$ cat config.mk
export PLATFORM = sky130hd
export DESIGN_NAME = elevator_dispatch_flat
export DESIGN_NICKNAME = d
export VERILOG_FILES = /design/src/rtl/elevator_dispatch_if.sv /design/src/rtl/elevator_dispatch.sv /design/src/flat_wrapper.sv
export SDC_FILE = /design/constraint.sdc
export NUM_CORES = 1
export LEC_CHECK = 0
export ABC_AREA = 0
export CORE_ASPECT_RATIO = 0.8
export CORE_MARGIN = 8
export CORE_UTILIZATION = 52
export DETAILED_ROUTE_END_ITERATION = 16
export HOLD_SLACK_MARGIN = 0.02
export PLACE_DENSITY = 0.84
export SETUP_SLACK_MARGIN = 0.3
export SKIP_LAST_GASP = 1
export SLEW_MARGIN = 20
export SYNTH_ARGS = -nofsm -noshare
export SYNTH_HDL_FRONTEND = slang
export SYNTH_SLANG_ARGS = --single-unit
$ cat constraint.sdc
create_clock -name clk -period 3.77 [get_ports clk]
set_input_delay 0.377 -clock clk [delete_from_list [all_inputs] [get_ports clk]]
set_output_delay 0.377 -clock clk [all_outputs]
set_load 0.005 [all_outputs]
$ cat src/rtl/elevator_dispatch_if.sv
// Request/status bundle between the request front end, the dispatcher and
// the car drive/display logic.
//   master : drives the request vectors, door_hold and fault; observes status
//   slave  : the dispatcher; consumes requests, drives floor/motor/door/lamps
// Parameters: floor (number of floors), FW (floor index width).
interface elevator_dispatch_if #(
   parameter int unsigned floor = 4,
   parameter int unsigned FW    = 2
);
   logic [floor-1:0] queueUp;
   logic [floor-1:0] queueDown;
   logic [floor-1:0] queueinside;
   logic             door_hold;
   logic             fault;
   logic [FW-1:0]    cur_floor;
   logic             moving;
   logic             dir_up;
   logic             dir_down;
   logic             door_open;
   logic [floor-1:0] pendUp;
   logic [floor-1:0] pendDown;
   logic [floor-1:0] pendInside;
   logic             alarm;

   modport master (
      output queueUp, queueDown, queueinside, door_hold, fault,
      input  cur_floor, moving, dir_up, dir_down, door_open,
             pendUp, pendDown, pendInside, alarm
   );

   modport slave (
      input  queueUp, queueDown, queueinside, door_hold, fault,
      output cur_floor, moving, dir_up, dir_down, door_open,
             pendUp, pendDown, pendInside, alarm
   );
endinterface

$ cat src/rtl/elevator_dispatch.sv
// Collective up/down elevator dispatcher.
// Latches hall/car requests into lamp registers, moves the car one floor per
// MOVE_CYCLES, opens the door for DOOR_CYCLES on a served floor, supports
// door hold and a fault/alarm state.
// Ports:
//   clk  : system clock
//   rst  : synchronous reset, active-high
//   bus  : elevator_dispatch_if.slave
//          in : queueUp, queueDown, queueinside, door_hold, fault
//          out: cur_floor, moving, dir_up, dir_down, door_open,
//               pendUp, pendDown, pendInside, alarm
module elevator_dispatch #(
   parameter int unsigned floor       = 4,
   parameter int unsigned FW          = 2,
   parameter int unsigned MOVE_CYCLES = 200,
   parameter int unsigned DOOR_CYCLES = 400
) (
   input logic               clk,
   input logic               rst,
   elevator_dispatch_if.slave bus
);

   localparam int unsigned CMAX = (MOVE_CYCLES > DOOR_CYCLES) ? MOVE_CYCLES : DOOR_CYCLES;
   localparam int unsigned CW   = (CMAX > 1) ? $clog2(CMAX) : 1;

   localparam logic [CW-1:0]    MOVE_LAST = CW'(MOVE_CYCLES - 1);
   localparam logic [CW-1:0]    DOOR_LAST = CW'(DOOR_CYCLES - 1);
   localparam logic [FW-1:0]    TOP       = FW'(floor - 1);
   localparam logic [floor-1:0] ONE       = floor'(1);
   // No up call exists at the top floor, no down call at the bottom floor.
   localparam logic [floor-1:0] UP_OK     = ~(ONE << (floor - 1));
   localparam logic [floor-1:0] DN_OK     = ~ONE;

   typedef enum logic [1:0] {
      ST_IDLE,
      ST_MOVE,
      ST_DOOR,
      ST_FAULT
   } state_t;

   state_t           state_q, state_n;
   logic [FW-1:0]    cur_q, cur_n;
   logic [CW-1:0]    cnt_q, cnt_n;
   logic             dir_up_q, dir_up_n;
   logic             dir_dn_q, dir_dn_n;
   logic             prev_up_q, prev_up_n;
   logic [floor-1:0] pend_up_q, pend_up_n;
   logic [floor-1:0] pend_dn_q, pend_dn_n;
   logic [floor-1:0] pend_in_q, pend_in_n;

   logic [floor-1:0] req_all;
   logic [floor-1:0] q_any;
   logic [floor-1:0] cur_mask;
   logic [floor-1:0] nf_mask;
   logic [floor-1:0] clr_up, clr_dn, clr_in;
   logic [floor-1:0] consume;
   logic [FW-1:0]    nf;
   logic             more;
   logic             hall_d;
   logic             hall_o;
   logic             go_up;

   function automatic logic [floor-1:0] above_of(input logic [FW-1:0] f);
      logic [floor-1:0] m;
      m = '0;
      for (int unsigned i = 0; i < floor; i++) m[i] = (i > 32'(f));
      return m;
   endfunction

   function automatic logic [floor-1:0] below_of(input logic [FW-1:0] f);
      logic [floor-1:0] m;
      m = '0;
      for (int unsigned i = 0; i < floor; i++) m[i] = (i < 32'(f));
      return m;
   endfunction

   always_ff @(posedge clk) begin
      if (rst) begin
         state_q   <= ST_IDLE;
         cur_q     <= '0;
         cnt_q     <= '0;
         dir_up_q  <= 1'b0;
         dir_dn_q  <= 1'b0;
         prev_up_q <= 1'b1;
         pend_up_q <= '0;
         pend_dn_q <= '0;
         pend_in_q <= '0;
      end else begin
         state_q   <= state_n;
         cur_q     <= cur_n;
         cnt_q     <= cnt_n;
         dir_up_q  <= dir_up_n;
         dir_dn_q  <= dir_dn_n;
         prev_up_q <= prev_up_n;
         pend_up_q <= pend_up_n;
         pend_dn_q <= pend_dn_n;
         pend_in_q <= pend_in_n;
      end
   end

   always_comb begin
      state_n   = state_q;
      cur_n     = cur_q;
      cnt_n     = cnt_q;
      dir_up_n  = dir_up_q;
      dir_dn_n  = dir_dn_q;
      prev_up_n = prev_up_q;
      clr_up    = '0;
      clr_dn    = '0;
      clr_in    = '0;
      consume   = '0;
      go_up     = 1'b0;

      req_all  = pend_up_q | pend_dn_q | pend_in_q;
      q_any    = bus.queueUp | bus.queueDown | bus.queueinside;
      cur_mask = ONE << cur_q;

      // Floor reached at the end of the current travel step.
      nf = cur_q;
      if (dir_up_q && cur_q != TOP) begin
         nf = cur_q + 1'b1;
      end else if (dir_dn_q && cur_q != '0) begin
         nf = cur_q - 1'b1;
      end
      nf_mask = ONE << nf;
      more    = dir_up_q ? |(req_all & above_of(nf)) : |(req_all & below_of(nf));
      hall_d  = dir_up_q ? pend_up_q[nf] : pend_dn_q[nf];
      hall_o  = dir_up_q ? pend_dn_q[nf] : pend_up_q[nf];

      unique case (state_q)
         ST_IDLE: begin
            cnt_n    = '0;
            dir_up_n = 1'b0;
            dir_dn_n = 1'b0;
            if (req_all[cur_q]) begin
               // With no travel direction, every call at this floor is answered.
               state_n = ST_DOOR;
               clr_up  = cur_mask;
               clr_dn  = cur_mask;
               clr_in  = cur_mask;
            end else if (|req_all) begin
               go_up     = prev_up_q ? |(req_all & above_of(cur_q))
                                     : !(|(req_all & below_of(cur_q)));
               state_n   = ST_MOVE;
               dir_up_n  = go_up;
               dir_dn_n  = !go_up;
               prev_up_n = go_up;
            end
         end

         ST_MOVE: begin
            if (cnt_q == MOVE_LAST) begin
               cur_n = nf;
               cnt_n = '0;
               if (pend_in_q[nf] || hall_d || (!more && hall_o)) begin
                  state_n = ST_DOOR;
                  clr_in  = nf_mask;
                  if (dir_up_q) begin
                     clr_up = nf_mask;
                     if (!more) clr_dn = nf_mask;
                  end else begin
                     clr_dn = nf_mask;
                     if (!more) clr_up = nf_mask;
                  end
               end else if (!more) begin
                  state_n  = ST_IDLE;
                  dir_up_n = 1'b0;
                  dir_dn_n = 1'b0;
               end
            end else begin
               cnt_n = cnt_q + 1'b1;
            end
         end

         ST_DOOR: begin
            // Calls for the open floor are answered immediately instead of lit.
            consume = cur_mask;
            if (bus.door_hold || q_any[cur_q]) begin
               cnt_n = '0;
            end else if (cnt_q == DOOR_LAST) begin
               state_n  = ST_IDLE;
               cnt_n    = '0;
               dir_up_n = 1'b0;
               dir_dn_n = 1'b0;
            end else begin
               cnt_n = cnt_q + 1'b1;
            end
         end

         ST_FAULT: begin
            cnt_n = '0;
            if (!bus.fault) begin
               state_n  = ST_IDLE;
               dir_up_n = 1'b0;
               dir_dn_n = 1'b0;
            end
         end

         default: begin
            state_n = ST_IDLE;
            cnt_n   = '0;
         end
      endcase

      // Fault pre-empts every transition; floor and lamps freeze, capture goes on,
      // and an aborted travel step restarts from a zero count.
      if (bus.fault) begin
         state_n   = ST_FAULT;
         cur_n     = cur_q;
         cnt_n     = '0;
         dir_up_n  = dir_up_q;
         dir_dn_n  = dir_dn_q;
         prev_up_n = prev_up_q;
         clr_up    = '0;
         clr_dn    = '0;
         clr_in    = '0;
         consume   = '0;
      end

      pend_up_n = (pend_up_q | (bus.queueUp     & ~consume)) & ~clr_up & UP_OK;
      pend_dn_n = (pend_dn_q | (bus.queueDown   & ~consume)) & ~clr_dn & DN_OK;
      pend_in_n = (pend_in_q | (bus.queueinside & ~consume)) & ~clr_in;
   end

   assign bus.cur_floor  = cur_q;
   assign bus.moving     = (state_q == ST_MOVE);
   assign bus.door_open  = (state_q == ST_DOOR);
   assign bus.alarm      = (state_q == ST_FAULT);
   assign bus.dir_up     = dir_up_q;
   assign bus.dir_down   = dir_dn_q;
   assign bus.pendUp     = pend_up_q;
   assign bus.pendDown   = pend_dn_q;
   assign bus.pendInside = pend_in_q;

endmodule

$ cat src/flat_wrapper.sv
// flat-port wrapper written by rule: the top's interface ports become plain ports
module elevator_dispatch_flat 
#(
   parameter int unsigned floor       = 4,
   parameter int unsigned FW          = 2,
   parameter int unsigned MOVE_CYCLES = 200,
   parameter int unsigned DOOR_CYCLES = 400
)
  (clk, rst, bus_queueUp, bus_queueDown, bus_queueinside, bus_door_hold, bus_fault, bus_cur_floor, bus_moving, bus_dir_up, bus_dir_down, bus_door_open, bus_pendUp, bus_pendDown, bus_pendInside, bus_alarm);
  elevator_dispatch_if #(.floor(floor), .FW(FW)) bus_i ();
  input logic clk;
  input logic rst;
  input wire logic [$bits(bus_i.queueUp)-1:0] bus_queueUp;
  input wire logic [$bits(bus_i.queueDown)-1:0] bus_queueDown;
  input wire logic [$bits(bus_i.queueinside)-1:0] bus_queueinside;
  input wire logic [$bits(bus_i.door_hold)-1:0] bus_door_hold;
  input wire logic [$bits(bus_i.fault)-1:0] bus_fault;
  output wire logic [$bits(bus_i.cur_floor)-1:0] bus_cur_floor;
  output wire logic [$bits(bus_i.moving)-1:0] bus_moving;
  output wire logic [$bits(bus_i.dir_up)-1:0] bus_dir_up;
  output wire logic [$bits(bus_i.dir_down)-1:0] bus_dir_down;
  output wire logic [$bits(bus_i.door_open)-1:0] bus_door_open;
  output wire logic [$bits(bus_i.pendUp)-1:0] bus_pendUp;
  output wire logic [$bits(bus_i.pendDown)-1:0] bus_pendDown;
  output wire logic [$bits(bus_i.pendInside)-1:0] bus_pendInside;
  output wire logic [$bits(bus_i.alarm)-1:0] bus_alarm;
  assign bus_i.queueUp = bus_queueUp;
  assign bus_i.queueDown = bus_queueDown;
  assign bus_i.queueinside = bus_queueinside;
  assign bus_i.door_hold = bus_door_hold;
  assign bus_i.fault = bus_fault;
  assign bus_cur_floor = bus_i.cur_floor;
  assign bus_moving = bus_i.moving;
  assign bus_dir_up = bus_i.dir_up;
  assign bus_dir_down = bus_i.dir_down;
  assign bus_door_open = bus_i.door_open;
  assign bus_pendUp = bus_i.pendUp;
  assign bus_pendDown = bus_i.pendDown;
  assign bus_pendInside = bus_i.pendInside;
  assign bus_alarm = bus_i.alarm;
  elevator_dispatch #(.floor(floor), .FW(FW), .MOVE_CYCLES(MOVE_CYCLES), .DOOR_CYCLES(DOOR_CYCLES)) u_core (.clk(clk), .rst(rst), .bus(bus_i));
endmodule
==> results of run 1 <==
cells by family after synthesis:
kind of cell | count (synthesis) | synth area share, %
simple gates | 107 | 29.4
mux | 4 | 4.21
other cells | 1 | 0.204
xor+xnor | 9 | 4.28
compound gates | 67 | 24.5
buf+inv | 17 | 4.42
flops | 26 | 28.3
fa+ha+maj | 7 | 4.76
worst reg2reg max path: cells and delay by family (launching register included):
family,cells,cell delay [ps]
simple gates,4,1000
flops,1,630
mux,1,470
buf+inv,1,360
fa+ha+maj,1,360
compound gates,2,330
layer usage:
metal  wire length (microns)  vias up
li1                        -      936
met1                    2710      884
met2                    2360      116
met3                     634        8
met4                      69        0
met5                       0        -
cells in the mapped netlist (all sizes together), types with 2 or more instances:
cell type,count,area [sq um]
nand3,6,42.5
mux4,3,67.6
xor2,2,17.5
a311oi,2,17.5
nor4,4,25.0
and3,6,37.5
nand2,32,120
o211ai,4,30.0
ha,7,87.6
nand2b,5,31.3
clkbuf,3,11.3
and2,5,33.8
a211oi,6,45.0
a21o,4,30.0
inv,7,26.3
nor2,19,71.3
o2111ai,3,26.3
or2,3,18.8
nor3,16,80.1
a211o,2,17.5
nor3b,2,15.0
buf,5,36.3
a31oi,11,75.1
clkinv,2,7.51
or3,4,25.0
dfxtp,26,521
xnor2,7,61.3
o21ai,16,83.8
a21oi,12,60.1
and2b,2,18.8
registers in the layout, summed over array words and instances (netlist names):
register,flops
u_core.cnt_q,9
u_core.bus.pendUp,3
u_core.prev_up_q,1
u_core.bus.pendDown,3
u_core.bus.dir_up,1
u_core.bus.pendInside,4
u_core.bus.dir_down,1
u_core.bus.cur_floor,2
u_core.state_q,2
report_power, final:
group          internal [uW]  switching, uW  total [uW]
Combinational           89.3            100         189
Sequential               289           27.4         316
Clock                    142           94.6         237
through the flow:
step	instance area [sq um]	setup WS (ps)
floorplan	1850	960
global placement	2190	642
CTS	2260	557
detailed placement	2190	576
global route	2260	362
finish	2260	518
cell type report:
class | count | area (sq um) | share of cell area [%]
clock buffer | 3 | 41.3 | 1.83
clock inverter | 1 | 30.0 | 1.33
inverter | 9 | 33.8 | 1.50
multi-input combinational | 196 | 1240 | 55.1
sequential | 26 | 520 | 23.1
tap | 42 | 52.6 | 2.33
timing repair buffer | 34 | 335 | 14.9
worst max-delay path by stage:
stage	end	startpoint
after floorplan	u_core.bus.dir_down	u_core.bus.cur_floor[0]
after global placement	u_core.bus.dir_up	u_core.bus.cur_floor[0]
after detailed placement	u_core.bus.dir_down	u_core.bus.cur_floor[0]
after CTS	u_core.bus.dir_down	u_core.bus.cur_floor[0]
after global routing	u_core.bus.pendInside[1]	u_core.bus.cur_floor[0]
final	u_core.bus.dir_down	u_core.bus.cur_floor[0]
==> results.toml, run 1 <==
[status]
status = "finished, final reports clean"

[floorplanning]
dieWidth_microns = 82.5
coreArea_sq_mm = 0.00342
initial_core_util_pct = 53.8
fp.dieH_microns = 69.2
dieArea_sq_mm = 0.00571
num_io_pins = 35
rows = 19

[placement]
gp_congestion = 0.945
port_buffers = 32
dp.cells = 307
hpwl_microns = 4540

[cells_and_area]
fin_util_pct = 65.9
area_delta_synth_final_pct = 22.6
fin_nets = 293
drive_gt1_share_pct = 6.69
diodes = 0
post_layout_nonfiller_instances = 311
nFillCells = 301
mostFrequentLayoutCells = "nand2_1, clkdlybuf4s50_1, dfxtp_1"

[global_route]
grt_max_degree = 16
busiest_layer = "met1"
grt_pass1_vias = 1784
grt-ovfl-total = 0
grt_util_met3_pct = 3.89
antenna_found_initial = 0
grt_pass1_wl_microns = 9290
grtUsageMet1_pct = 31.0
grt_use_met2_pct = 28.4
grtUsageTotal_pct = 20.3

[worst_setup_path]
setup.worst_path.start_class = "register"
crit_fanout = 12
worst_path_max_delay_cell = "dfxtp_1"
end_kind = "register"
ff2ff_setup_slack_ps = 520
r2r_start = "u_core.bus.cur_floor[0]"
critPathTopFamily = "simple AND/OR/NAND/NOR gates"
critPathKind = "register to register"
path_cells = "clkinv_1 -> ha_1 -> and2b_4 -> o21ai_2 -> and2_4 -> mux4_2 -> or3_1 -> o2111ai_1 -> nand2_1"
worstPathRequired_ps = 3940
arrival_ps = 3420
slowest_delay_ps = 630
reg2reg_depth = 9
cp.depth = 9
reg2reg_to = "u_core.bus.dir_down"
cp_num_buf_inv = 1

[synth]
ys_ff_latch = 26
syn_area_sq_mm = 0.00184
yosysUniqueCellTypes = 50
seq_area_frac_synth_pct = 28.3
synth_ff_type = "dfxtp_1"
syn_avg_cell_area_sq_um = 7.74
syn_inst = 238
synth-edff-count = 0
synth-async-reset-ratio_pct = 0
yosys_warnings = 0

[detailed_routing]
first_pass_iters = 4
vias_per_cell = 6.25
vias = 1944
drc = 0
wl_per_cell_microns = 18.6
totalWireLength_microns = 5780
ant_nets = 0
drt_iter0_markers = 176

[clock_tree]
h-tree-depth = 1
numCtsBuffers = 3
clkTransAtPathRegs_ps = 100
root_buffer = "clkbuf_8"
cts_resized = 0
post-cts-setup-buffers = 0
cts_tree = "done"
cts_hold_buf = 0
worstSkewPairLatency_ps = 270
cts_sinks = 26
clock_path_buffers = 2

[hold_path]
hold_path_depth = 1
min_to = "u_core.cnt_q[0]"
hold_path_class = "register to register"
hold_start = "u_core.cnt_q[0]"

[sta]
whs_ps = 450
grt_setup_unrepaired = "false"
skew_ps = 3.99
min_period_ps = 3250
slew_headroom_pct = 55.5
worstMarginPinSlew_ps = 662
max_freq_mhz = 307
fin_setup_tns_ps = 0
drv_slew = 0
finalHoldViolations = 0
fin_crit_sh_pct = 86.3
setup_viol = 0

[job]
drv_cap = 0

[power_and_ir_drop]
powerDensity_mw_per_mm2 = 329
ir_drop_uv = 262
p_leak_uw = 0.000857
p_total_uw = 742
Note: power is estimated with default switching activity, not from simulation.
==> inputs of run 2 (changes only) <==
--- a/config.mk
+++ b/config.mk
@@ -9,6 +9,7 @@
 export CORE_ASPECT_RATIO = 0.8
 export CORE_MARGIN = 8
 export CORE_UTILIZATION = 52
+export CTS_CLUSTER_DIAMETER = 40
 export DETAILED_ROUTE_END_ITERATION = 16
 export HOLD_SLACK_MARGIN = 0.02
 export PLACE_DENSITY = 0.84
==> results of run 2 <==
Final layout, timing and power as in run 1 (identical DEF).
==> inputs of run 3 (changes only) <==
==> constraint.sdc (replaced) <==
create_clock -name clk -period 3.77 [get_ports clk]
set_input_delay 0.754 -clock clk [delete_from_list [all_inputs] [get_ports clk]]
set_output_delay 0.754 -clock clk [all_outputs]
set_load 0.005 [all_outputs]
==> results of run 3 <==
Final layout, timing and power as in run 1 (identical DEF).
